--- src/rtl/vga_timing_gen_if.sv ---
// Raster timing bundle between the VGA timing generator (master) and the pattern stages (slave).
interface vga_timing_gen_if;
  logic        pix_en;
  logic        hsync;
  logic        vsync;
  logic        display_on;
  logic [11:0] hpos;
  logic [11:0] vpos;
  logic        line_start;
  logic        frame_start;

  modport master (
    input  pix_en,
    output hsync, vsync, display_on, hpos, vpos, line_start, frame_start
  );

  modport slave (
    output pix_en,
    input  hsync, vsync, display_on, hpos, vpos, line_start, frame_start
  );
endinterface

--- src/rtl/vga_timing_gen.sv ---
// VGA raster timing generator: pixel counters with registered sync, blanking and strobe outputs,
// all decoded from the position being loaded so they always describe the presented pixel.
module vga_timing_gen #(
  parameter int H_ACTIVE = 1024,
  parameter int H_FP     = 24,
  parameter int H_SYNC   = 136,
  parameter int H_BP     = 160,
  parameter int V_ACTIVE = 768,
  parameter int V_FP     = 3,
  parameter int V_SYNC   = 6,
  parameter int V_BP     = 29,
  parameter bit HS_POL   = 1'b0,
  parameter bit VS_POL   = 1'b0
) (
  input logic              clk,
  input logic              reset,
  vga_timing_gen_if.master vga
);

  localparam int H_TOTAL = H_ACTIVE + H_FP + H_SYNC + H_BP;
  localparam int V_TOTAL = V_ACTIVE + V_FP + V_SYNC + V_BP;

  generate
    if (H_TOTAL > 4096 || V_TOTAL > 4096) begin : g_geometry_too_large
      $error("vga_timing_gen: H_TOTAL and V_TOTAL must not exceed 4096");
    end
  endgenerate

  localparam logic [11:0] H_LAST = 12'(H_TOTAL - 1);
  localparam logic [11:0] V_LAST = 12'(V_TOTAL - 1);

  // Boundaries are 13 bits so a 4096-wide geometry still compares correctly.
  localparam logic [12:0] H_ACT_END = 13'(H_ACTIVE);
  localparam logic [12:0] HS_BEGIN  = 13'(H_ACTIVE + H_FP);
  localparam logic [12:0] HS_END    = 13'(H_ACTIVE + H_FP + H_SYNC);
  localparam logic [12:0] V_ACT_END = 13'(V_ACTIVE);
  localparam logic [12:0] VS_BEGIN  = 13'(V_ACTIVE + V_FP);
  localparam logic [12:0] VS_END    = 13'(V_ACTIVE + V_FP + V_SYNC);

  logic [11:0] hpos_q, hpos_d;
  logic [11:0] vpos_q, vpos_d;
  logic        hsync_q, hsync_d;
  logic        vsync_q, vsync_d;
  logic        display_on_q, display_on_d;
  logic        line_start_q, line_start_d;
  logic        frame_start_q, frame_start_d;

  logic [12:0] hExt;
  logic [12:0] vExt;
  logic        hsActive;
  logic        vsActive;

  always_comb begin
    hpos_d        = hpos_q;
    vpos_d        = vpos_q;
    line_start_d  = 1'b0;
    frame_start_d = 1'b0;

    if (vga.pix_en) begin
      if (hpos_q == H_LAST) begin
        hpos_d       = '0;
        line_start_d = 1'b1;
        if (vpos_q == V_LAST) begin
          vpos_d        = '0;
          frame_start_d = 1'b1;
        end else begin
          vpos_d = vpos_q + 12'd1;
        end
      end else begin
        hpos_d = hpos_q + 12'd1;
      end
    end

    // Decoding the held position on idle edges reproduces the current outputs, so they hold.
    hExt         = {1'b0, hpos_d};
    vExt         = {1'b0, vpos_d};
    hsActive     = (hExt >= HS_BEGIN) && (hExt < HS_END);
    vsActive     = (vExt >= VS_BEGIN) && (vExt < VS_END);
    display_on_d = (hExt < H_ACT_END) && (vExt < V_ACT_END);
    hsync_d      = hsActive ? HS_POL : ~HS_POL;
    vsync_d      = vsActive ? VS_POL : ~VS_POL;
  end

  // Reset parks on the last blanking pixel so the first enabled edge lands on (0,0).
  always_ff @(posedge clk or posedge reset) begin
    if (reset) begin
      hpos_q        <= H_LAST;
      vpos_q        <= V_LAST;
      hsync_q       <= ~HS_POL;
      vsync_q       <= ~VS_POL;
      display_on_q  <= 1'b0;
      line_start_q  <= 1'b0;
      frame_start_q <= 1'b0;
    end else begin
      hpos_q        <= hpos_d;
      vpos_q        <= vpos_d;
      hsync_q       <= hsync_d;
      vsync_q       <= vsync_d;
      display_on_q  <= display_on_d;
      line_start_q  <= line_start_d;
      frame_start_q <= frame_start_d;
    end
  end

  assign vga.hpos        = hpos_q;
  assign vga.vpos        = vpos_q;
  assign vga.hsync       = hsync_q;
  assign vga.vsync       = vsync_q;
  assign vga.display_on  = display_on_q;
  assign vga.line_start  = line_start_q;
  assign vga.frame_start = frame_start_q;

endmodule

--- src/flat_wrapper.sv ---
// flat-port wrapper written by rule: the top's interface ports become plain ports
module vga_timing_gen_flat 
#(
  parameter int H_ACTIVE = 1024,
  parameter int H_FP     = 24,
  parameter int H_SYNC   = 136,
  parameter int H_BP     = 160,
  parameter int V_ACTIVE = 768,
  parameter int V_FP     = 3,
  parameter int V_SYNC   = 6,
  parameter int V_BP     = 29,
  parameter bit HS_POL   = 1'b0,
  parameter bit VS_POL   = 1'b0
)
  (clk, reset, vga_pix_en, vga_hsync, vga_vsync, vga_display_on, vga_hpos, vga_vpos, vga_line_start, vga_frame_start);
  vga_timing_gen_if vga_i ();
  input logic clk;
  input logic reset;
  input wire logic [$bits(vga_i.pix_en)-1:0] vga_pix_en;
  output wire logic [$bits(vga_i.hsync)-1:0] vga_hsync;
  output wire logic [$bits(vga_i.vsync)-1:0] vga_vsync;
  output wire logic [$bits(vga_i.display_on)-1:0] vga_display_on;
  output wire logic [$bits(vga_i.hpos)-1:0] vga_hpos;
  output wire logic [$bits(vga_i.vpos)-1:0] vga_vpos;
  output wire logic [$bits(vga_i.line_start)-1:0] vga_line_start;
  output wire logic [$bits(vga_i.frame_start)-1:0] vga_frame_start;
  assign vga_i.pix_en = vga_pix_en;
  assign vga_hsync = vga_i.hsync;
  assign vga_vsync = vga_i.vsync;
  assign vga_display_on = vga_i.display_on;
  assign vga_hpos = vga_i.hpos;
  assign vga_vpos = vga_i.vpos;
  assign vga_line_start = vga_i.line_start;
  assign vga_frame_start = vga_i.frame_start;
  vga_timing_gen #(.H_ACTIVE(H_ACTIVE), .H_FP(H_FP), .H_SYNC(H_SYNC), .H_BP(H_BP), .V_ACTIVE(V_ACTIVE), .V_FP(V_FP), .V_SYNC(V_SYNC), .V_BP(V_BP), .HS_POL(HS_POL), .VS_POL(VS_POL)) u_core (.clk(clk), .reset(reset), .vga(vga_i));
endmodule
--- config.mk ---
export PLATFORM = sky130hd
export DESIGN_NAME = vga_timing_gen_flat
export DESIGN_NICKNAME = d
export VERILOG_FILES = /design/src/rtl/vga_timing_gen_if.sv /design/src/rtl/vga_timing_gen.sv /design/src/flat_wrapper.sv
export SDC_FILE = /design/constraint.sdc
export NUM_CORES = 1
export LEC_CHECK = 0
export ABC_CLOCK_PERIOD_IN_PS = 3800
export BUFFER_PORTS_ARGS = -buffer_cell sky130_fd_sc_hd__buf_2
export CORE_UTILIZATION = 40
export CTS_CLUSTER_DIAMETER = 50
export DETAILED_ROUTE_END_ITERATION = 10
export MAX_ROUTING_LAYER = met4
export SLEW_MARGIN = 20
export SYNTH_ARGS = -nofsm -noshare
export SYNTH_HDL_FRONTEND = slang
export SYNTH_SLANG_ARGS = --single-unit
--- constraint.sdc ---
create_clock -name clk -period 3.8 [get_ports clk]
set_clock_uncertainty 0.1 [all_clocks]
set_input_delay 0.19 -clock clk [delete_from_list [all_inputs] [get_ports clk]]
set_output_delay 0.19 -clock clk [all_outputs]
set_load 0.005 [all_outputs]
==> results.toml <==
[layout]
area_growth_pct = 17.7
antenna_cells = 0
final_layout_size_suffix_gt1_frac = 0.294
multi_input_area_um2 = 803
finalNetCount = 206
regArea_um2 = 744
finalNonFillerCells = 249
num-fill-cells = 358

[floorplan]
die_w_um = 65.4
dieArea_mm2 = 0.00427
placementRows = 22
die_h_um = 65.4
io_pins = 32
core_area_mm2 = 0.00374
start_util = 0.429

[worst_setup_path]
crit_top_cell = "or4_4"
r2r-start = "u_core.vga.hpos[1]"
reg2regPathDepth = 7
crit_type = "flip-flop to flip-flop"
cpPeakStageDelay_ns = 0.56
start_kind = "flip-flop"
worst_r2r_endpoint = "u_core.vga.vsync"
cp-end-kind = "flip-flop"
crit_fanout = 12
worstPathArrival_ns = 3.34
required_ns = 3.89
path_cells = "ha_1 -> nand4_2 -> or4_4 -> or4_4 -> nand2_2 -> or4b_1 -> a2111o_1"
ff2ff_setup_slack_ns = 0.55
critPathSlowestCell = "dfstp_2"

[detailed_routing]
drt-initial-drc-count = 70
num_vias = 1399
ant_nets = 0
drcViolationCount = 0
avgViaCountPerCell = 5.62
wire_per_inst_um = 14.5
first_pass_iters = 6
drt-total-wl_um = 3620

[pwr]
ir_worst_vdd_v = 0.000296
power_switching_uw = 239
switching_share = 0.297
p_seq_frac = 0.521
p_leak_nw = 0.848
cellPowerDensity_mw_per_mm2 = 426
pwr-share-comb = 0.183
power.internal_uw = 566
clkPwrFrac = 0.296

[sta]
finalSetupTns_ns = 0
rsz0062_at_grt = "false"
fin_ws_ns = 0.547
holdWs_ns = 0.0941
slew_violations = 0
period_share = 0.856
slew_headroom = 0.701
max_freq_ghz = 0.307
worst_slew_pin_slew_ns = 0.444
final_hold_viol_count = 0
setup_viol = 0
fin_crit_ns = 3.25

[synth]
post_synth.cell_area_avg_um2 = 9.68
synth_async_sr_flop_share = 1.00
syn_nets = 172
synth_edf_count = 0
syn-cell-area_mm2 = 0.00161
ys_ff_latch = 29
synthCells = 166
synth-main-ff-cell = "dfstp_2"
yosysUniqueCellTypes = 46
yosys_warnings = 0
seq_area_frac_synth = 0.463

[clock_network]
cts_tree = "built"
htreeDepth = 2
numCtsBuffers = 5
cts.path.max_buffers = 2
cts-root-buf = "clkbuf_8"
clk_pin_slew_ns = 0.06
clkLatencyLatePin_ns = 0.27
ctsHoldBuffers = 1
cts.sinks = 29
cts_setup_buffers = 0
ctsResizeCount = 0

[global_routing]
antenna_found_initial = 0
grtUsageTotal = 0.200
grt_pass1_vias = 1285
grt_overflow = 0
grt_pass1_wl_um = 6260
grt_start_max_net_pins = 30

[hold_path]
hold_end = "u_core.vga.hpos[0]"
hold_path_depth = 2
hold_path.startpoint = "vga_pix_en"
hold_class = "primary input to flip-flop"

[placement]
hpwlAfterDp_um = 2630
dpl.cell_count = 240
gp_congestion = 0.876
dpl_worst_slack_ns = 0.586
portBuffers = 31

[status]
outcome = "finished clean"

[job]
cap_viol_max_count = 0
==> cells in the final DEF, fill, tap and decap left out, drive strengths merged, types with 4 or more instances in the layout <==
master,count
xor2,5
or4,5
xnor2,9
clkbuf,8
nand3,11
or3,4
dfrtp,14
buf,32
a21oi,5
nand2,15
o21ai,10
inv,8
nor2,11
nand4,7
dfstp,15
==> critical path, delay by kind of cell, from the launching register on <==
| kind | cells | cell delay (ns) |
|---|---|---|
| flops | 1 | 0.56 |
| compound gates | 1 | 0.42 |
| fa+ha+maj | 1 | 0.21 |
| simple gates | 5 | 1.87 |
==> kinds of logic after synthesis <==
| group | share of synthesized area |
|---|---|
| XOR/XNOR | 0.0763 |
| flip-flops | 0.463 |
| buffers and inverters | 0.0366 |
| adder cells (fa/ha/maj) | 0.0234 |
| AND/OR/NAND/NOR | 0.283 |
| AO/OA/AOI/OAI | 0.111 |
| multiplexers | 0.00623 |
==> sequential cells by signal, indices dropped and copies added (netlist names) <==
signal,flops
u_core.vga.hpos,12
u_core.vga.vpos,12
u_core.vga.display_on,1
u_core.vga.frame_start,1
u_core.vga.hsync,1
u_core.vga.line_start,1
u_core.vga.vsync,1
==> layer usage <==
layer  routed length [um]  up-vias  track usage
li1                     -      674            -
met1                 1840      678        0.287
met2                 1560       41        0.262
met3                  166        6       0.0451
met4                   53        0       0.0978
met5                    0        -            -
==> worst max path at each step <==
stage / startpoint / end / cells past startpoint
final: u_core.vga.hpos[1] / u_core.vga.vsync / 7
after global routing: u_core.vga.hpos[1] / u_core.vga.vsync / 8
after CTS: u_core.vga.hpos[1] / u_core.vga.vsync / 8
after detailed placement: u_core.vga.hpos[0] / u_core.vga.vsync / 8
after global placement: u_core.vga.hpos[0] / u_core.vga.vsync / 7
after floorplan: u_core.vga.hpos[0] / u_core.vga.vsync / 7
==> final cells by class <==
| type | count | area share |
|---|---|---|
| repair buffers | 33 | 0.0913 |
| multi-input cells | 123 | 0.425 |
| well taps | 48 | 0.0318 |
| clock buffers | 8 | 0.0424 |
| flip-flops and latches | 29 | 0.394 |
| inverters | 8 | 0.0159 |
==> cells in the mapped netlist, types with 2 or more instances <==
cell type  count  area (um2)
xnor2_1        9        78.8
nor2_1        11        41.3
xor2_1         5        43.8
nand2b_1       2        12.5
nor4_1         2        12.5
nand3_1       11        55.1
and2_1         2        12.5
nand4_1        6        37.5
o21ai_0       10        50.1
or4_4          2        22.5
and3_1         3        18.8
nand3b_1       2        15.0
nor4b_1        3        26.3
dfrtp_1       14         350
ha_1           3        37.5
nand2_1       14        52.6
a31oi_1        3        18.8
or4b_1         2        20.0
dfstp_2       15         394
nor3_1         2        10.0
inv_1          8        30.0
buf_2          4        20.0
or4_1          3        22.5
a21oi_1        5        25.0
or3_1          4        25.0
==> power groups by stage <==
stage	combinational, mW	clock (mW)	sequential, mW
detailed placement	0.146	0	0.423
floorplan	0.129	0	0.394
global placement	0.147	0	0.421
finish	0.147	0.238	0.420
CTS	0.149	0.245	0.419
global route	0.167	0.263	0.428
==> per-stage QoR <==
step	utilization	cell area [um2]	total power, mW
final	0.505	1890	0.805
after CTS	0.505	1890	0.812
after global routing	0.505	1890	0.858
after detailed placement	0.481	1800	0.569
after global placement	0.481	1800	0.568
after floorplan	-	1610	0.523
Note: power is estimated with default switching activity, not from simulation.
